### src/rtl/md_sequencer.sv
// Multiply/divide sequencer: launches the md unit from E, counts its fixed latency,
// commits the result into HI/LO and stalls D-stage HI/LO users meanwhile.
module md_sequencer #(
    parameter int unsigned MULT_CYCLES = 5,
    parameter int unsigned DIV_CYCLES  = 10
) (
    input  logic        clk,
    input  logic        rst_n,
    input  logic        e_valid,
    input  logic [2:0]  e_op,
    input  logic [31:0] e_rs,
    input  logic [31:0] e_rt,
    input  logic        d_md_use,
    output logic        md_start,
    output logic        md_is_div,
    output logic        md_signed,
    output logic [31:0] md_a,
    output logic [31:0] md_b,
    input  logic [31:0] md_hi,
    input  logic [31:0] md_lo,
    output logic        busy,
    output logic [31:0] hi,
    output logic [31:0] lo,
    output logic        stall,
    output logic        dbg_state,
    output logic [3:0]  dbg_cnt
);

    typedef enum logic {
        ST_IDLE = 1'b0,
        ST_RUN  = 1'b1
    } state_t;

    localparam logic [3:0] MULT_LOAD = 4'(MULT_CYCLES - 1);
    localparam logic [3:0] DIV_LOAD  = 4'(DIV_CYCLES - 1);

    state_t      state_q, state_d;
    logic [3:0]  cnt_q, cnt_d;
    logic        md_start_q, md_start_d;
    logic        md_is_div_q, md_is_div_d;
    logic        md_signed_q, md_signed_d;
    logic [31:0] md_a_q, md_a_d;
    logic [31:0] md_b_q, md_b_d;
    logic [31:0] hi_q, hi_d;
    logic [31:0] lo_q, lo_d;

    logic is_mul;
    logic is_div;
    logic idle;
    logic accept;
    logic mthi_wr;
    logic mtlo_wr;

    // Divide by zero is never launched; it completes as a no-op in the accept cycle.
    always_comb begin
        is_mul  = (e_op == 3'd1) || (e_op == 3'd2);
        is_div  = (e_op == 3'd3) || (e_op == 3'd4);
        idle    = (state_q == ST_IDLE);
        accept  = e_valid && idle && (is_mul || (is_div && (e_rt != 32'd0)));
        mthi_wr = e_valid && idle && (e_op == 3'd5);
        mtlo_wr = e_valid && idle && (e_op == 3'd6);
    end

    always_comb begin
        state_d     = state_q;
        cnt_d       = cnt_q;
        md_start_d  = 1'b0;
        md_is_div_d = md_is_div_q;
        md_signed_d = md_signed_q;
        md_a_d      = md_a_q;
        md_b_d      = md_b_q;
        hi_d        = hi_q;
        lo_d        = lo_q;
        case (state_q)
            ST_IDLE: begin
                if (accept) begin
                    state_d     = ST_RUN;
                    md_start_d  = 1'b1;
                    md_is_div_d = is_div;
                    md_signed_d = (e_op == 3'd1) || (e_op == 3'd3);
                    md_a_d      = e_rs;
                    md_b_d      = e_rt;
                    cnt_d       = is_div ? DIV_LOAD : MULT_LOAD;
                end else if (mthi_wr) begin
                    hi_d = e_rs;
                end else if (mtlo_wr) begin
                    lo_d = e_rs;
                end
            end
            ST_RUN: begin
                // E-stage ops arriving here are protocol violations and are dropped.
                if (cnt_q != 4'd0) begin
                    cnt_d = cnt_q - 4'd1;
                end else begin
                    hi_d    = md_hi;
                    lo_d    = md_lo;
                    state_d = ST_IDLE;
                end
            end
            default: state_d = ST_IDLE;
        endcase
    end

    always_ff @(posedge clk or negedge rst_n) begin
        if (!rst_n) begin
            state_q     <= ST_IDLE;
            cnt_q       <= 4'd0;
            md_start_q  <= 1'b0;
            md_is_div_q <= 1'b0;
            md_signed_q <= 1'b0;
            md_a_q      <= 32'd0;
            md_b_q      <= 32'd0;
            hi_q        <= 32'd0;
            lo_q        <= 32'd0;
        end else begin
            state_q     <= state_d;
            cnt_q       <= cnt_d;
            md_start_q  <= md_start_d;
            md_is_div_q <= md_is_div_d;
            md_signed_q <= md_signed_d;
            md_a_q      <= md_a_d;
            md_b_q      <= md_b_d;
            hi_q        <= hi_d;
            lo_q        <= lo_d;
        end
    end

    always_comb begin
        md_start  = md_start_q;
        md_is_div = md_is_div_q;
        md_signed = md_signed_q;
        md_a      = md_a_q;
        md_b      = md_b_q;
        busy      = (state_q == ST_RUN);
        hi        = hi_q;
        lo        = lo_q;
        stall     = d_md_use && ((state_q == ST_RUN) || accept);
        dbg_state = state_q;
        dbg_cnt   = cnt_q;
    end

endmodule

### config.mk
export PLATFORM = sky130hd
export DESIGN_NAME = md_sequencer
export DESIGN_NICKNAME = d
export VERILOG_FILES = /design/src/rtl/md_sequencer.sv
export SDC_FILE = /design/constraint.sdc
export NUM_CORES = 1
export LEC_CHECK = 0
export BUFFER_PORTS_ARGS = -buffer_cell sky130_fd_sc_hd__buf_4
export CORE_ASPECT_RATIO = 0.75
export CORE_MARGIN = 4
export CORE_UTILIZATION = 30
export DETAILED_ROUTE_END_ITERATION = 8
export GPL_TIMING_DRIVEN = 0
export HOLD_SLACK_MARGIN = 0.15
export PLACE_DENSITY = 0.65
export SLEW_MARGIN = 30
export SYNTH_ARGS = -nofsm -noshare
export SYNTH_HDL_FRONTEND = slang
export SYNTH_SLANG_ARGS = --single-unit
### constraint.sdc
create_clock -name clk -period 1.7 [get_ports clk]
set_clock_uncertainty 0.05 [all_clocks]
set_input_delay 0.17 -clock clk [delete_from_list [all_inputs] [get_ports clk]]
set_output_delay 0.17 -clock clk [all_outputs]
set_load 0.005 [all_outputs]
# After elaboration in Yosys (flattened, before gate mapping)
# Index checks and enable logic that the tools add are counted.
# classes
add_sub_neg,1
multipliers,0
div_mod_pow,0
magnitude_cmp,0
n_eq_ne,13
n_shift,0
mux,17
bitwise,1
n_reduce_logical,17
# op_table
cell,n
$mux 32,7
$pmux 32 s2,2
$reduce_bool 32->1,1
$mux 4,3
$eq 3x3->1 const B,3
$ne 2x1->1 const B,4
$pmux 4 s2,1
$eq 3x2->1 const B,2
$logic_and 1x1->1,6
$ne 2x2->1 const B,3
$logic_or 1x1->1,5
$reduce_and 2->1,2
$reduce_and 4->1,1
$reduce_bool 4->1,1
$sub 4x1->4 const B,1
$eq 3x1->1 const B,1
$mux 1,3
$reduce_and 3->1,1
$pmux 1 s2,1
$not 1->1,1
# totals
reg_bits,136
latch_bits,0
mem_bits_rw,0
romBits,0
input_bits,135
mem_count,0

# Depth between registers and ports, before layout
# Gate-level depths: netlist of run 1.
# logic_depth
depth_word,7
ltp_mapped,8
ltp_nobuf,7

# Least setup slack after synthesis of run 1
# Ideal clock, no wire load.
# synth_path
path_kind,register to register
from,reg cnt_q[0] (netlist: dbg_cnt[0])
to,reg hi_q[10] (netlist: hi[10])
setup_time_ns,0.137
arrival_time_ns,1.650
setup_slack_ns,-0.137
stages_incl_launch_ff,8
period_less_slack_ns,1.837
cell_sequence,dfrtp_1 inv_1 ha_1 nor3b_1 nor2_1 a21oi_2 clkbuf_1 a21oi_1
# synth_via
elab_chain_cells,3
# synth_lines
item,line,rtl
"start, declared",38,"logic [3:0] cnt_q, cnt_d;"
"start signal, assigned",117,cnt_q <= cnt_d;
$reduce_bool 4->1,92,if (cnt_q != 4'd0) begin
$ne 2x2->1 (no source line),n/a,
$reduce_and 3->1 (no source line),n/a,
"end signal, assigned",123,hi_q <= hi_d;
"end, declared",44,"logic [31:0] hi_q, hi_d;"
# Every way passes these cells.
# A chain may end at the register's enable or synchronous reset.

# Worst setup path after layout of run 1
# layout_path
from,reg cnt_q[0] (netlist: dbg_cnt[0])
to,reg lo_q[4] (netlist: lo[4])
# layout_via
elab_chain_cells,3
# layout_lines
item,line,rtl
$reduce_bool 4->1,92,
$ne 2x2->1 (no source line),n/a,
$reduce_and 4->1 (no source line),n/a,
"end signal, assigned",124,lo_q <= lo_d;
"end, declared",45,"logic [31:0] lo_q, lo_d;"
# Every way passes these cells.

==> results_dict.tcl, run 1 <==
set metrics [dict create \
    r2r_setup_slack_ns -0.05 \
    antenna_left 0 \
    dieWidth_um 168 \
    netSwitchingPower_mw 7.79 \
    rsz0062_at_grt "true" \
    firstDrtPassIters 4 \
    yosysWarnings 0 \
    tightest_slew_ns 0.508 \
    grt_pass1_vias 6344 \
    tns_ns -1.05 \
    clockPowerShare 0.181 \
    violations "setup timing" \
    clk_pin_slew_ns 0.06 \
    dp_slack_ns -0.782 \
    drc 0 \
    ys_seq_area_frac 0.590 \
    die_area_sq_um 21500 \
    hold_slack_ns 0.158 \
    hold_class "input pin to register" \
    wl_um 23400 \
    cts_tree "done" \
    cp_slowest_cell "dfrtp_1" \
    hpwl_um 14600 \
    synth_cell_types 38 \
    status "complete, but fails checks" \
    clockBufferDepth 2 \
    startpoint_type "register" \
    finish.utilization 0.609 \
    fin_crit_ns 1.75 \
    r2r_cells 10 \
    initialDrtViolationCount 368 \
    syn-cell-area_sq_um 5770 \
    initial_core_util 0.309 \
    io_pins 273 \
    synth_fp_nets 653 \
    avgViaCountPerCell 4.80 \
    r2r_end "lo[4]$_DFFE_PN0P_" \
    placed_cell_area_sq_um 8210 \
    critPathArrivalTime_ns 2.04 \
    final_nets 1112 \
    final_cell_mix "buf_4 (297), dfrtp_1 (135), dlygate4sd3_1 (131)" \
    ir_drop_uv 803 \
    cap_viol_max_count 0 \
    startpoint "dbg_cnt[0]$_DFFE_PN0P_" \
    cp.required_ns 1.99 \
    synth-seq-cells 136 \
    timing.final.crit_share 1.03 \
    clock_latency_ns 0.41 \
    die_height_um 128 \
    setup_ws_ns -0.0470 \
    final_hold_viol_count 0 \
    slowest_delay_ns 0.40 \
    drive_above_1_share 0.563 \
    synthArstFlopShare 1.00 \
    timing_worst_setup_path_type "register to register" \
    syn_to_final_growth_pct 97.2 \
    endpoint "lo[4]$_DFFE_PN0P_" \
    gp_congestion 0.771 \
    std_cell_rows 43 \
    vias 5936 \
    antenna_found_initial 0 \
    ctsHtreeMaxLevel 4 \
    crit_path_frequent_cell "nor2_4" \
    maxSlewHeadroom 0.661 \
    syn_area_per_cell_sq_um 11.2 \
    grt_usage 0.208 \
    final_common_cell "buf_4" \
    fmax_mhz 572 \
    grt_start_max_net_pins 76 \
    root_buffer "clkbuf_16" \
    slew_violations 0 \
    cp_cell_sequence "inv_2 > ha_4 > nor3b_4 > nor2_4 > buf_6 > nor2_4 > buf_8 > clkbuf_16 > nor2_4 > a21oi_2" \
    setup-violations-final 54 \
    cts_inserted_buffers 17 \
    core_area_sq_um 18700 \
    cts_sinks 136 \
    p_sw_frac 0.361 \
    layout.cell_area.non_filler_sq_um 11400 \
    seqPwrFrac 0.282 \
    wl_per_cell_um 18.9 \
    powerDensity_nw_per_um2 1900 \
    p_int_mw 13.8 \
    r2r-start "dbg_cnt[0]$_DFFE_PN0P_" \
    p_leak_nw 5.00 \
    grt_pass1_wl_um 35100 \
    ys.flop_type "dfrtp_1" \
    synth_edf_count 0 \
    synth_cells 516 \
    io_buffers 271 \
    power_frac_comb 0.537 \
    crit_path_end_kind "register" \
    overflow 0 \
    worstPathMaxFanout 5 \
]
-- power by group through the flow --
stage	Combinational [mW]	Clock, mW	Sequential [mW]
5_1_grt	12.5	4.13	6.28
3_5_place_dp	7.97	0	5.85
4_1_cts	9.99	3.99	5.84
2_1_floorplan	3.57	0	5.92
3_3_place_gp	7.83	0	5.81
6_report	11.6	3.91	6.09
-- cell usage after synthesis (all sizes together) (2+ instances only) --
library cell  instances  area share
buf                  16       0.016
ha                    2      0.0043
inv                   6      0.0039
xor2                  2      0.0030
nand4                 2      0.0022
mux2                 64        0.13
nor2                 68       0.045
a31oi                 2      0.0022
dfrtp               136        0.59
o21ai                 3      0.0026
nor2b                34       0.037
nand2                 4      0.0026
nor4                  9      0.0098
or3                   2      0.0022
a21oi               132        0.12
nor3                  3      0.0026
clkbuf               16       0.010
nor3b                 2      0.0035
-- flip-flops by register name, indices dropped and copies added, names as in the netlist --
| name | flops |
|---|---|
| busy | 1 |
| dbg_cnt | 4 |
| hi | 32 |
| lo | 32 |
| md_a | 32 |
| md_b | 32 |
| md_is_div | 1 |
| md_signed | 1 |
| md_start | 1 |
-- logic make-up after synthesis --
| family | count (synthesis) | synth area share |
|---|---|---|
| compound gates | 144 | 0.132 |
| flops | 136 | 0.590 |
| simple gates | 129 | 0.110 |
| mux | 64 | 0.128 |
| buf+inv | 38 | 0.0306 |
| xor+xnor | 3 | 0.00456 |
| fa+ha+maj | 2 | 0.00434 |
-- per-layer routing --
metal | wire, um | part of all wire | GRT usage | vias to the layer above
met5 | 0 | 0 | 0 | -
met4 | 324 | 0.014 | 0.0525 | 0
met3 | 1770 | 0.076 | 0.0666 | 25
met2 | 11300 | 0.48 | 0.349 | 233
met1 | 9950 | 0.43 | 0.262 | 2941
li1 | - | - | - | 2737
-- area by class of cell --
class | count | area (sq um)
Sequential cell | 136 | 3400
Clock buffer | 20 | 437
Clock inverter | 12 | 176
Inverter | 6 | 25.0
Timing Repair Buffer | 441 | 3840
Antenna cell | 1 | 2.50
Multi-Input combinational cell | 343 | 2780
Fill cell | 1465 | 7290
Tap cell | 247 | 309
Buffer | 30 | 400
-- what timing repair did --
action,CTS,global route
hold buffers,131,0
resized for setup,79,141
cloned,5,4
hold endpoints to repair,266,0
pin swaps,5,7
setup buffers,29,5
setup endpoints to repair,134,109
-- metrics by stage --
stage / power [mW] / instances
after global routing: 22.9 / 1235
after CTS: 19.8 / 1230
after detailed placement: 13.8 / 1035
final: 21.6 / 1236
after floorplan: 9.49 / 516
after global placement: 13.6 / 1034
-- worst max-delay path: cells and delay by family, from the launching register on --
kind	cells	cell delay, ns
AOI/OAI and AO/OA	1	0.10
buffers and inverters	4	0.53
DFF	1	0.40
and+or+nand+nor	4	0.45
adders and majority gates	1	0.13
-- how the worst min path moves through the flow --
stage                  from               endpoint  slack [ns]  depth (start not counted)
finish              e_valid  md_is_div$_DFFE_PN0P_        0.16                          4
global placement    e_rs[6]    md_a[6]$_DFFE_PN0P_        0.36                          2
CTS                 e_op[0]  md_signed$_DFFE_PN0P_        0.16                          4
detailed placement    rst_n    md_a[9]$_DFFE_PN0P_        0.09                          1
global route        e_valid  md_is_div$_DFFE_PN0P_        0.16                          4
floorplan             rst_n         busy$_DFF_PN0_       -0.18                          0
No activity file was read; power rests on OpenSTA's default activity.
==> inputs of run 2 (changes only) <==
--- a/config.mk
+++ b/config.mk
@@ -12,7 +12,7 @@
 export DETAILED_ROUTE_END_ITERATION = 8
 export GPL_TIMING_DRIVEN = 0
 export HOLD_SLACK_MARGIN = 0.15
-export PLACE_DENSITY = 0.65
+export PLACE_DENSITY_LB_ADDON = 0.3
 export SLEW_MARGIN = 30
 export SYNTH_ARGS = -nofsm -noshare
 export SYNTH_HDL_FRONTEND = slang
==> results_dict.tcl, run 2 (synthesis gave the netlist of run 1 again) <==
set metrics [dict create \
    r2r_setup_slack_ns -0.05 \
    cts_sinks 136 \
    firstDrtPassIters 4 \
    rsz0062_at_grt "true" \
    cts_inserted_buffers 17 \
    crit_path_frequent_cell "nor2_4" \
    finalNonFillerCells 1231 \
    overflow 0 \
    finish.utilization 0.582 \
    num-fill-cells 1552 \
    fin_crit_ns 1.75 \
    antenna_found_initial 0 \
    hpwl_um 14300 \
    seqPwrFrac 0.304 \
    drc 0 \
    p_int_mw 12.7 \
    core_area_sq_um 18700 \
    clock_latency_ns 0.42 \
    std_cell_rows 43 \
    clockPowerShare 0.194 \
    worstPathMaxFanout 5 \
    path_depth 9 \
    drive_above_1_share 0.473 \
    cp_slowest_cell "dfrtp_1" \
    power_frac_comb 0.503 \
    timing_worst_setup_path_type "register to register" \
    p_sw_frac 0.351 \
    dp_slack_ns -0.841 \
    ctsHtreeMaxLevel 4 \
    clk_pin_slew_ns 0.06 \
    multi_input_area_sq_um 2400 \
    fmax_mhz 573 \
    crit_path_end_kind "register" \
    dp_cells 1035 \
    critPathBufInv 3 \
    r2r-start "dbg_cnt[0]$_DFFE_PN0P_" \
    violations "setup timing" \
    die_area_sq_um 21500 \
    vias 5748 \
    grt_pass1_wl_um 33500 \
    grt_pass1_vias 6201 \
    startpoint "dbg_cnt[0]$_DFFE_PN0P_" \
    endpoint "lo[12]$_DFFE_PN0P_" \
    grt_usage 0.197 \
    avgViaCountPerCell 4.67 \
    wl_um 22100 \
    cp_cell_sequence "inv_2 > ha_4 > nor3b_4 > nor2_4 > nor2_4 > clkbuf_16 > clkbuf_16 > nor2_4 > a21oi_2" \
    root_buffer "clkbuf_16" \
    r2r_cells 9 \
    layout.cell_area.non_filler_sq_um 10900 \
    setup-violations-final 32 \
    die_height_um 128 \
    initialDrtViolationCount 257 \
    wl_per_cell_um 17.9 \
    powerDensity_nw_per_um2 1800 \
    final_common_cell "buf_4" \
    timing.final.crit_share 1.03 \
    startpoint_type "register" \
    antenna_left 0 \
    final_nets 1107 \
    initial_core_util 0.309 \
    clockBufferDepth 2 \
    grt_start_max_net_pins 70 \
    slew_violations 0 \
    regArea_sq_um 3400 \
    cap_viol_max_count 0 \
    tightest_slew_ns 0.609 \
    cts_tree "done" \
    gp_congestion 0.765 \
    syn_to_final_growth_pct 88.3 \
    io_buffers 271 \
    netSwitchingPower_mw 6.85 \
    dieWidth_um 168 \
    io_pins 273 \
    r2r_end "lo[12]$_DFFE_PN0P_" \
    slowest_delay_ns 0.40 \
    ir_drop_uv 824 \
    final_cell_mix "buf_4 (291), dfrtp_1 (136), dlygate4sd3_1 (131)" \
    final_hold_viol_count 0 \
    maxSlewHeadroom 0.594 \
    setup_ws_ns -0.0458 \
    cp.required_ns 2.00 \
    p_leak_nw 4.88 \
    critPathArrivalTime_ns 2.05 \
    placed_cell_area_sq_um 8210 \
    status "complete, but fails checks" \
    hold_class "input pin to register" \
    crit_family "simple AND/OR/NAND/NOR gates" \
]
==> run 2: tightest hold or removal path: cells and delay by family <==
kind	cells	cell delay, ns
AO/OA/AOI/OAI	3	0.27
buffers and inverters	2	0.17
==> run 2: power groups by stage <==
stage	sequential, mW	clock, mW	combinational, mW
final	5.92	3.78	9.80
after global routing	6.11	4.03	10.6
after CTS	5.83	3.87	9.09
after detailed placement	5.85	0	7.96
after global placement	5.81	0	7.87
after floorplan	5.92	0	3.57
==> run 2: repair_timing <==
item,CTS,global route
cloned,0,4
endpoints found under the hold margin,244,0
endpoints found under the setup margin,134,132
hold buffers,131,0
resized for setup,52,57
pin swaps,3,8
buffers inserted,21,7
==> run 2: stage by stage <==
stage	total power, mW	hold WS, ns	TNS, ns
floorplan	9.49	-0.176	-0.0651
global placement	13.7	0.363	-109.21
detailed placement	13.8	0.117	-76.26
CTS	18.8	0.152	-0.587
global route	20.8	0.184	-5.07
finish	19.5	0.182	-0.590
==> run 2: final cells by class <==
type	count	area share
antenna	1	0.000230
buffer	32	0.0346
clock buffer	20	0.0420
clock inverter	12	0.0128
inverter	6	0.00230
multi-input combinational	342	0.221
sequential	136	0.313
tap	247	0.0285
timing repair buffer	435	0.345
==> run 2: metal layers <==
metal / GRT usage / wire length, um / share of wire
met2: 0.316 / 10400 / 0.47
met5: 0 / 0 / 0
met3: 0.0641 / 1650 / 0.075
met4: 0.0663 / 406 / 0.018
met1: 0.252 / 9640 / 0.44
==> run 2: worst min-delay path by stage <==
stage	from	end	slack, ns	depth (start not counted)
final	e_op[2]	md_signed$_DFFE_PN0P_	0.18	5
after global routing	e_op[0]	md_signed$_DFFE_PN0P_	0.18	4
after CTS	e_op[2]	md_signed$_DFFE_PN0P_	0.15	5
after detailed placement	rst_n	lo[23]$_DFFE_PN0P_	0.12	1
after global placement	e_rs[29]	md_a[29]$_DFFE_PN0P_	0.36	2
after floorplan	rst_n	busy$_DFF_PN0_	-0.18	0
